[config.mk]
export PLATFORM = sky130hd
export DESIGN_NAME = dcache_port_arbiter
export DESIGN_NICKNAME = d
export VERILOG_FILES = /design/src/rtl/dcache_port_arbiter_pkg.sv /design/src/rtl/dcache_port_arbiter.sv
export SDC_FILE = /design/constraint.sdc
export NUM_CORES = 1
export LEC_CHECK = 0
export CORE_MARGIN = 10
export CORE_UTILIZATION = 37
export CTS_CLUSTER_DIAMETER = 30
export DETAILED_ROUTE_END_ITERATION = 16
export GPL_TIMING_DRIVEN = 0
export PLACE_DENSITY = 0.87
export SYNTH_ARGS = -nofsm -noshare
export SYNTH_HDL_FRONTEND = slang
export SYNTH_SLANG_ARGS = --single-unit
[constraint.sdc]
create_clock -name clk -period 2.4 [get_ports clk]
set_input_delay 0.24 -clock clk [delete_from_list [all_inputs] [get_ports clk]]
set_output_delay 0.24 -clock clk [all_outputs]
set_load 0.05 [all_outputs]
[src/rtl/dcache_port_arbiter_pkg.sv]
// Shared definitions for the data-cache port arbiter: port bundles, FSM states,
// starvation limit and the saturating starve-counter helper.
package dcache_port_arbiter_pkg;

   localparam int unsigned DCACHE_ARB_PA_WIDTH   = 34;
   localparam int unsigned DCACHE_ARB_DATA_WIDTH = 32;
   localparam int unsigned DCACHE_ARB_SEL_WIDTH  = DCACHE_ARB_DATA_WIDTH / 8;
   localparam int unsigned DCACHE_ARB_STARVE_MAX = 4;
   localparam int unsigned DCACHE_ARB_CNT_WIDTH  = 4;

   typedef enum logic [1:0] {
      ARB_IDLE     = 2'd0,
      ARB_LSU_BUSY = 2'd1,
      ARB_PTW_BUSY = 2'd2,
      ARB_DRAIN    = 2'd3
   } type_dcache_arb_states_e;

   typedef struct packed {
      logic                             req;
      logic [DCACHE_ARB_PA_WIDTH-1:0]   addr;
      logic                             w_en;
      logic [DCACHE_ARB_DATA_WIDTH-1:0] wdata;
      logic [DCACHE_ARB_SEL_WIDTH-1:0]  sel_byte;
      logic                             flush;
   } type_lsu2dcache_arb_s;

   typedef struct packed {
      logic                           req;
      logic [DCACHE_ARB_PA_WIDTH-1:0] addr;
      logic                           kill;
   } type_ptw2dcache_arb_s;

   typedef struct packed {
      logic                             req;
      logic [DCACHE_ARB_PA_WIDTH-1:0]   addr;
      logic                             w_en;
      logic [DCACHE_ARB_DATA_WIDTH-1:0] wdata;
      logic [DCACHE_ARB_SEL_WIDTH-1:0]  sel_byte;
   } type_dcache_arb2mem_s;

   // Saturating increment of the LSU starvation counter.
   function automatic logic [DCACHE_ARB_CNT_WIDTH-1:0] starve_inc(
      input logic [DCACHE_ARB_CNT_WIDTH-1:0] cnt,
      input logic [DCACHE_ARB_CNT_WIDTH-1:0] lim
   );
      return (cnt >= lim) ? lim : DCACHE_ARB_CNT_WIDTH'(cnt + 1'b1);
   endfunction

endpackage

[src/rtl/dcache_port_arbiter.sv]
// Shares the single data-cache request port between the LSU and the PTW,
// one outstanding transaction at a time, with abort draining.
module dcache_port_arbiter
   import dcache_port_arbiter_pkg::*;
#(
   parameter int unsigned PA_WIDTH   = DCACHE_ARB_PA_WIDTH,
   parameter int unsigned DATA_WIDTH = DCACHE_ARB_DATA_WIDTH,
   parameter int unsigned STARVE_MAX = DCACHE_ARB_STARVE_MAX
) (
   input  logic                    rst_n,
   input  logic                    clk,

   input  logic                    lsu_req_i,
   input  logic [PA_WIDTH-1:0]     lsu_addr_i,
   input  logic                    lsu_w_en_i,
   input  logic [DATA_WIDTH-1:0]   lsu_wdata_i,
   input  logic [DATA_WIDTH/8-1:0] lsu_sel_byte_i,
   input  logic                    lsu_flush_i,
   output logic                    lsu_ack_o,
   output logic [DATA_WIDTH-1:0]   lsu_rdata_o,

   input  logic                    ptw_req_i,
   input  logic [PA_WIDTH-1:0]     ptw_addr_i,
   input  logic                    ptw_kill_i,
   output logic                    ptw_ack_o,
   output logic [DATA_WIDTH-1:0]   ptw_rdata_o,

   output logic                    dcache_req_o,
   output logic [PA_WIDTH-1:0]     dcache_addr_o,
   output logic                    dcache_w_en_o,
   output logic [DATA_WIDTH-1:0]   dcache_wdata_o,
   output logic [DATA_WIDTH/8-1:0] dcache_sel_byte_o,
   input  logic                    dcache_ack_i,
   input  logic [DATA_WIDTH-1:0]   dcache_rdata_i
);

   localparam int unsigned CNT_W = DCACHE_ARB_CNT_WIDTH;
   localparam logic [CNT_W-1:0] STARVE_LIM = CNT_W'(STARVE_MAX);

   type_dcache_arb_states_e state;
   logic [CNT_W-1:0]        starve_cnt;

   logic eligible_lsu;
   logic eligible_ptw;
   logic grant_lsu;
   logic grant_ptw;
   logic txn_done;

   // Arbitration: PTW first unless the LSU has waited out STARVE_MAX PTW grants.
   always_comb begin
      eligible_lsu = lsu_req_i & ~lsu_flush_i;
      eligible_ptw = ptw_req_i & ~ptw_kill_i;
      grant_lsu    = 1'b0;
      grant_ptw    = 1'b0;
      if (state == ARB_IDLE) begin
         if (eligible_lsu && (!eligible_ptw || starve_cnt == STARVE_LIM)) begin
            grant_lsu = 1'b1;
         end else if (eligible_ptw) begin
            grant_ptw = 1'b1;
         end
      end
      txn_done = (state != ARB_IDLE) & dcache_ack_i;
   end

   // Completion steering; an owner abort in the ack cycle swallows the ack.
   always_comb begin
      lsu_ack_o   = (state == ARB_LSU_BUSY) & dcache_ack_i & ~lsu_flush_i;
      ptw_ack_o   = (state == ARB_PTW_BUSY) & dcache_ack_i & ~ptw_kill_i;
      lsu_rdata_o = lsu_ack_o ? dcache_rdata_i : '0;
      ptw_rdata_o = ptw_ack_o ? dcache_rdata_i : '0;
   end

   always_ff @(posedge clk or negedge rst_n) begin
      if (!rst_n) begin
         state             <= ARB_IDLE;
         starve_cnt        <= '0;
         dcache_req_o      <= 1'b0;
         dcache_addr_o     <= '0;
         dcache_w_en_o     <= 1'b0;
         dcache_wdata_o    <= '0;
         dcache_sel_byte_o <= '0;
      end else if (txn_done) begin
         state             <= ARB_IDLE;
         dcache_req_o      <= 1'b0;
         dcache_addr_o     <= '0;
         dcache_w_en_o     <= 1'b0;
         dcache_wdata_o    <= '0;
         dcache_sel_byte_o <= '0;
      end else begin
         case (state)
            ARB_IDLE: begin
               if (grant_ptw) begin
                  state             <= ARB_PTW_BUSY;
                  dcache_req_o      <= 1'b1;
                  dcache_addr_o     <= ptw_addr_i;
                  dcache_w_en_o     <= 1'b0;
                  dcache_wdata_o    <= '0;
                  dcache_sel_byte_o <= '1;
                  starve_cnt        <= lsu_req_i ? starve_inc(starve_cnt, STARVE_LIM) : '0;
               end else if (grant_lsu) begin
                  state             <= ARB_LSU_BUSY;
                  dcache_req_o      <= 1'b1;
                  dcache_addr_o     <= lsu_addr_i;
                  dcache_w_en_o     <= lsu_w_en_i;
                  dcache_wdata_o    <= lsu_wdata_i;
                  dcache_sel_byte_o <= lsu_sel_byte_i;
                  starve_cnt        <= '0;
               end else if (!lsu_req_i) begin
                  starve_cnt <= '0;
               end
            end
            ARB_LSU_BUSY: begin
               if (lsu_flush_i) state <= ARB_DRAIN;
            end
            ARB_PTW_BUSY: begin
               if (ptw_kill_i) state <= ARB_DRAIN;
            end
            ARB_DRAIN: begin
               state <= ARB_DRAIN;
            end
            default: state <= ARB_IDLE;
         endcase
      end
   end

endmodule

==> summary.md, run 1 <==
The tools report the cell area after synthesis as 3770 um2. Summed over all layers, the routed wires come to 15,100 um. After global routing the overflow that remains totals 0.

After detailed routing, the number of remaining DRC violations is 0. The via count of the first global-routing pass is 4,079, and the xor/xnor cell area share of the yosys netlist is 0. Leaving out filler cells and counting taps, the final layout contains 746. The transition time at the pin with the least slew margin came out at 0.624 ns. The worst setup skew after layout was 0.00820 ns. Counting every net in the synthesized netlist gives 462. The met2 wirelength from detailed routing is 7980 um, and the area of the die is 14,600 um2. STA puts the critical path data arrival time at 2.03 ns.

In the final routing, the length of wire on met1 measures 5140 um. The tools report the count of pins over their slew limit as 0. The first TritonRoute pass finished after 4 iterations. Detailed placement ended at an HPWL of 12,800 um. The final critical-path share of the clock period is 0.946. The power density over cell area is 1110 nW/um2, and the number of flops mapped to enable cells by yosys is 0. The final number of hold-violating endpoints came out at 0.

The relative max-transition margin came out at 0.583. The via density per instance came out at 4.93. The final-report setup violation count was 0; the post-synthesis mux area share was 0.0932. Detailed routing placed a total of 1800 um of wire on met3. The data required time at the worst endpoint was 2.16 ns; the net switching component of the power was 3.57 mW. The setup slack at placement was -0.324 ns; the core area was 9860 um2. Buffers placed on the I/O ports in this run total 281. TritonCTS built the clock tree. The clock network fraction of total power was 0.156; the number of distinct library cell variants in the gate-level netlist after synthesis was 30. Sequential area share after synthesis: 0.517. The average instance area after synthesis was 11.9 um2. The top layer used by detailed routing was met4. After synthesis, the largest family of logic cells by area is compound AO/OA/AOI/OAI gates.

For the portion of total power attributed to sequential cells, the log shows 0.268. The top cell types in the final layout, fill and taps aside, are sky130_fd_sc_hd__clkdlybuf4s50_1 (214), sky130_fd_sc_hd__dfrtp_1 (78), sky130_fd_sc_hd__and2_1 (66), sky130_fd_sc_hd__a22o_1 (38). The biggest area contributor in the post-synthesis netlist is sky130_fd_sc_hd__dfrtp_1. The longest clock path from root to sink contains 2 buffers.

Worst voltage drop across the vdd grid: 0.524 mV. The run gives 754 as the number of nets in the final layout. The share of post-route cells with drive strength above 1 is 0.170. The number of register bits inferred by synthesis is 78. The tools report the kind of end point of the critical path as an output pin. The net switching share of the total power is 0.468.

The number of antenna violations at the first check in global routing was 0; the I/O pin count was 282. Routability-driven placement finished with a final weighted congestion of 0.879. The number of diodes was 0.

The count of warnings emitted by yosys came out at 0. The path class of the tightest hold or removal check is in -> async. Setup slack closes at 0.129 ns.

Summed over all cells, the static leakage comes to 3.22 nW. The cell family with the largest share of critical-path delay was buffers and inverters. Buffers inserted during clock tree synthesis total 9. The worst-path maximum fanout was 10; the die width was 121 um. The effective utilization at floorplan was 0.382; the post-synthesis share of cell area spent on and, or, nand and nor gates was 0.143. Post-synthesis compound-gate area fraction: 0.198.

The worst path needs 2.27 ns of the cycle, external delays included. The clock reaches the later pin of the worst-skew pair after 0.36 ns. The tools report the internal portion of total power as 4.06 mW.

For this design, the slowest cell found on the critical path is sky130_fd_sc_hd__dfrtp_1. The number of clock sinks is 78, and the vias after detailed routing is 3,676. The run gives 0.576 as the combinational power share. The area share of fa/ha/maj cells after synthesis is 0.00663.

The count of maximum capacitance violations was 0. The critical path is of the reg -> out type. The global routing usage summed across all routing layers was 0.202; the clock transition at the registers of the reported paths was 0.08 ns.

The worst stage delay on the critical path works out to 0.49 ns. For this run, the leading register cell type out of synthesis is sky130_fd_sc_hd__dfrtp_1. The run gives 731 as the number of instances in the placed design. The count of nets left with antenna violations once routing finished came out at 0. The floorplan step set the die height to 121 um.

For this block, the initial DRC count from the detailed router was 223. The number of buffers and inverters on the critical path is 2. The floorplan has 36 rows. Ranked by total cell area, the synthesized netlist is headed by sky130_fd_sc_hd__dfrtp_1 (52%), sky130_fd_sc_hd__and2_1 (11%), sky130_fd_sc_hd__mux2i_1 (9.0%), sky130_fd_sc_hd__a22o_1 (8.8%), sky130_fd_sc_hd__o2bb2ai_1 (7.9%). The layout overhead on the synthesized area came out at 82.8%. For the post-synthesis instance total, the log shows 316.

The share of the synthesized area in the top cell type came out at 0.517. The root buffer cell chosen for the clock tree is sky130_fd_sc_hd__clkbuf_8. The flow ran to the end, and the final reports show no timing, DRC or antenna violations. The tools report the category of the worst setup path launch point as a flip-flop. The leading cell type in the layout, fill and taps excluded was sky130_fd_sc_hd__clkdlybuf4s50_1.

The number of H-tree levels is 3, and the peak clock frequency supported by timing is 440 MHz. Traced cell by cell, the critical path runs through nor2_1 > and3_1 > clkbuf_2 > and2_1 > clkdlybuf4s15_2. The first-pass GRT wire length is 23,100 um. Counting the fill cells in the layout gives 716. Async set-reset flop share out of synthesis: 1.00. Entering global routing, the biggest net connects 65 pins. The run gives 0 as the number of buffers added for setup after CTS. Dividing the detail-routed wire length by the instance count gives 20.3 um.
## cell usage after synthesis (2+ instances only)
master                       n
sky130_fd_sc_hd__o21ai_0     5
sky130_fd_sc_hd__dfrtp_1    78
sky130_fd_sc_hd__nand2_1     4
sky130_fd_sc_hd__nor4b_1     2
sky130_fd_sc_hd__clkbuf_1   11
sky130_fd_sc_hd__buf_2      11
sky130_fd_sc_hd__and2_1     66
sky130_fd_sc_hd__buf_6       5
sky130_fd_sc_hd__o2bb2ai_1  34
sky130_fd_sc_hd__nor2_1      4
sky130_fd_sc_hd__mux2i_1    34
sky130_fd_sc_hd__ha_1        2
sky130_fd_sc_hd__inv_1       2
sky130_fd_sc_hd__a22o_1     38
sky130_fd_sc_hd__nand2b_1    5
## worst paths after layout
check                             startpoint                 end  slack, ns  depth (start not counted)
max                                 state[0]     ptw_rdata_o[30]       0.13                          5
min                                    rst_n  dcache_wdata_o[10]       0.28                          2
max reg2reg                    starve_cnt[0]   dcache_addr_o[24]       0.39                          7
min reg2reg                dcache_addr_o[24]   dcache_addr_o[24]       0.49                          1
max in group asynchronous              rst_n   dcache_addr_o[10]       1.54                          3
min in group clk             lsu_wdata_i[12]  dcache_wdata_o[12]       0.48                          2
## logic make-up after synthesis
group | after synthesis
AO/OA/AOI/OAI | 86
adder cells (fa/ha/maj) | 2
buffers and inverters | 29
flip-flops | 78
multiplexers | 35
AND/OR/NAND/NOR | 86
## layout make-up
type                    instances  area (um2)  share of cell area
inverters                       2        7.51             0.00109
flip-flops and latches         78        1950               0.283
plain buffers                  25         153              0.0221
multi-input cells             209        1660               0.241
clock buffers                  10         138              0.0200
clock inverters                 6         109              0.0158
repair buffers                283        2710               0.393
well taps                     133         166              0.0241
## metrics by stage
step,instance area [um2],hold WS [ns],util,power (mW),TNS [ns]
6_report,6900,0.283,0.699,7.64,0
5_1_grt,6900,0.306,0.699,8.00,-0.000264
4_1_cts,7040,0.278,0.714,7.72,0
3_5_place_dp,6780,0.119,0.687,6.56,-15.62
3_3_place_gp,6750,0.468,0.684,6.47,-130.41
2_1_floorplan,3770,-0.0556,-,4.86,0
## routing by layer
layer / global-route usage / up-vias
li1: - / 1730
met1: 0.195 / 1753
met4: 0.0716 / 0
met2: 0.373 / 176
met3: 0.0870 / 17
met5: 0 / -
## sequential cells by signal (all words and copies together) (netlist names)
register and cells:
dcache_addr_o 34, dcache_req_o 1, dcache_sel_byte_o 4, dcache_w_en_o 1
dcache_wdata_o 32, starve_cnt 4, state 2
## power by group through the flow
| stage | sequential [mW] | combinational [mW] | clock, mW |
|---|---|---|---|
| 2_1_floorplan | 3.49 | 1.37 | 0 |
| 3_3_place_gp | 2.00 | 4.47 | 0 |
| 3_5_place_dp | 2.03 | 4.54 | 0 |
| 4_1_cts | 2.04 | 4.46 | 1.22 |
| 5_1_grt | 2.10 | 4.61 | 1.29 |
| 6_report | 2.04 | 4.40 | 1.19 |
## what timing repair did
item,4_1_cts,5_1_grt
hold endpoints to repair,14,0
hold buffers,1,0
gates resized for setup,171,57
cloned,0,0
endpoints found under the setup margin,66,50
(Power assumes the default switching activity.)
==> run 2: changes to the inputs <==
Settings changed: MAX_ROUTING_LAYER from default to met4.
==> run 2 against run 1 <==
- global-route usage increased by 0.59 points
- non-clock buffer count stayed put
- critical endpoint is now ptw_rdata_o[0]
- critical path depth decreased by 1
==> summary.md, run 2 (synthesis gave the netlist of run 1 again) <==
The run gives 2.02 ns (was 2.03 ns) as the arrival time of the worst setup path. The I/O pin count is 282 (unchanged), and the via density per instance is 4.92 (was 4.93). The number of flip-flops in the largest register was 34 (unchanged); the count of maximum capacitance violations was 0 (unchanged). Transition time at the pin with the least slew margin: 0.620 ns (was 0.624 ns). Minimum setup slack among reg-to-reg paths: 0.39 ns (about the same).

Register with the most flip-flops: dcache_addr_o (unchanged). For the vias after detailed routing, the log shows 3,672 (was 3,676). The clock transition at the registers of the reported paths is 0.08 ns (about the same), and the port buffer count is 281 (unchanged). First-pass GRT wire length: 23,000 um (was 23,100 um). The category of the worst setup path launch point is a flip-flop (unchanged). The iteration-0 DRC count of the detailed router was 214 (was 223). The worst voltage drop across the vdd grid was 0.524 mV (about the same).

Total congestion overflow: 0 (unchanged). Detailed-routing wirelength on met1: 5330 um (was 5140 um). The met2 wirelength from detailed routing was 8000 um (was 7980 um). The tools report the count of filler cells inserted in the layout as 717 (was 716). The clock period minus worst slack was 2.26 ns (was 2.27 ns); the leakage power total was 3.22 nW (about the same). The met3 wirelength from detailed routing was 1640 um (was 1800 um); the iteration count of the initial detailed-routing pass was 4 (unchanged).

Final critical-path share of the clock period: 0.943 (was 0.946). The relative max-transition margin was 0.586 (was 0.583); the count of pins over their slew limit was 0 (unchanged). The maximum root-to-sink buffer count was 2 (unchanged). Highest-count cells in the layout ignoring fill and taps: sky130_fd_sc_hd__clkdlybuf4s50_1 (214), sky130_fd_sc_hd__dfrtp_1 (78), sky130_fd_sc_hd__and2_1 (66), sky130_fd_sc_hd__a22o_1 (38) (unchanged). The global placer's final weighted congestion was 0.894 (was 0.879); the core area was 9860 um2 (unchanged). The tools report the worst reg2reg path startpoint as starve_cnt[0] (unchanged). The data required time at the worst endpoint was 2.16 ns (about the same); the y dimension of the die was 121 um (unchanged). The die width works out to 121 um (unchanged). The tools report the library cell used as clock root buffer as sky130_fd_sc_hd__clkbuf_8 (unchanged). The worst setup skew after layout is 0.00786 ns (was 0.00820 ns), and the via count of the first global-routing pass is 4,105 (was 4,079). The row count was 36 (unchanged); the final-report setup violation count was 0 (unchanged). The total wire length was 15,200 um (was 15,100 um); the detailed placement HPWL was 12,800 um (unchanged).

The leading cell type in the layout, fill and taps excluded is sky130_fd_sc_hd__clkdlybuf4s50_1 (unchanged). TritonCTS built the clock tree. Number of diodes: 0 (unchanged). The total clock buffers created by CTS was 9 (unchanged). The tools report the number of instances in the placed design as 731 (unchanged). The tools report the kind of end point of the critical path as an output pin (unchanged). The share of post-route cells with drive strength above 1 works out to 0.170 (unchanged).

The run gives 442 MHz (was 440 MHz) as the peak clock frequency supported by timing. Worst setup path category: reg -> out (unchanged). The number of antenna violations at the first check in global routing was 0 (unchanged). The flow ran to the end, and the final reports show no timing, DRC or antenna violations.

The number of nets in the final layout is 754 (unchanged). Final antenna-violating net count: 0 (unchanged). The area of the die was 14,600 um2 (unchanged); the worst-path maximum fanout was 9 (was 10). The tools report the pin count of the biggest net entering global routing as 65 (unchanged).

The worst hold-check path type is in -> async (unchanged). The tools report the final number of hold-violating endpoints as 0 (unchanged). The final routed wire length divided by cell count came out at 20.3 um (about the same). The layout overhead on the synthesized area is 82.8% (about the same). The number of H-tree levels was 3 (unchanged). The count of unresolved DRC violations after routing came out at 0 (unchanged). The power density over cell area was 1110 nW/um2 (about the same); the number of cells on the worst reg-to-reg path was 7 (unchanged). The effective utilization at floorplan was 0.382 (unchanged). The tools report the endpoint of the worst register-to-register path as dcache_addr_o[24] (unchanged). The run gives 0.699 (about the same) as the final core utilization. The tools report the filler-free cell count of the finished design as 746 (unchanged). The global routing usage summed across all routing layers is 0.208 (was 0.202), and the number of clock sinks is 78 (unchanged). Top flop regs: dcache_addr_o: 34 flops, dcache_wdata_o: 32 flops (unchanged). The top layer used by detailed routing is met4 (unchanged).

For the clock latency on the worst-skew pair, the log shows 0.35 ns (was 0.36 ns).
## run 2: cell types whose count changed in the layout (fill, tap and decap cells not counted), sizes merged
cell	previous run	this run
clkdlybuf4s18	2	3
clkdlybuf4s15	25	24
## run 2: how the worst max path moves through the flow
stage	slack [ns]	cells after the start	start	endpoint
2_1_floorplan	0.17	4	state[0]	lsu_rdata_o[22]
3_3_place_gp	-1.51	1	rst_n	dcache_addr_o[10]
3_5_place_dp	-0.32	5	lsu_flush_i	lsu_rdata_o[3]
4_1_cts	0.0004	4	state[1]	lsu_rdata_o[5]
5_1_grt	-0.0003	5	state[0]	ptw_rdata_o[16]
6_report	0.14	4	state[0]	ptw_rdata_o[0]
## run 2: metrics by stage
step	power [mW]	hold slack (ns)	setup slack [ns]	TNS [ns]	area, um2
after global placement	6.47	0.468	-1.51	-130.41	6750
final	7.64	0.285	0.137	0	6890
after CTS	7.72	0.278	0.000371	0	7040
after global routing	8.00	0.304	-0.000336	-0.000336	6890
after detailed placement	6.56	0.119	-0.324	-15.62	6780
after floorplan	4.86	-0.0556	0.169	0	3770
## run 2: routing by layer
metal,up-vias,GRT usage
met5,-,-
met4,0,0.0626
met3,11,0.0805
met2,177,0.373
met1,1752,0.203
li1,1732,-
## run 2: where the power goes
| part | leakage [nW] | internal (mW) | total [mW] | switching, mW |
|---|---|---|---|---|
| registers | 1.03 | 1.76 | 2.04 | 0.279 |
| logic | 2.06 | 1.58 | 4.40 | 2.82 |
| clock network | 0.126 | 0.717 | 1.19 | 0.478 |
| total | 3.22 | 4.06 | 7.64 | 3.57 |
## run 2: repair_timing
item / in CTS / in global routing
endpoints found under the setup margin: 66 / 50
hold buffers: 1 / 0
endpoints found under the hold margin: 14 / 0
resized for setup: 171 / 58
setup buffers: 0 / 0
## run 2: worst max-delay path: stages (launching register included)
cell and delay, ns:
sky130_fd_sc_hd__dfrtp_1 0.49, sky130_fd_sc_hd__nor2_1 0.15, sky130_fd_sc_hd__and3_1 0.29, sky130_fd_sc_hd__and2_1 0.16, sky130_fd_sc_hd__dlygate4sd2_1 0.58
## run 2: area by class of cell
class / instances / area (um2) / share of cell area
timing repair buffer: 283 / 2710 / 0.393
clock buffer: 10 / 138 / 0.0200
multi-input combinational: 209 / 1660 / 0.241
buffer: 25 / 153 / 0.0221
sequential: 78 / 1950 / 0.283
clock inverter: 6 / 109 / 0.0158
tap: 133 / 166 / 0.0241
inverter: 2 / 7.51 / 0.00109
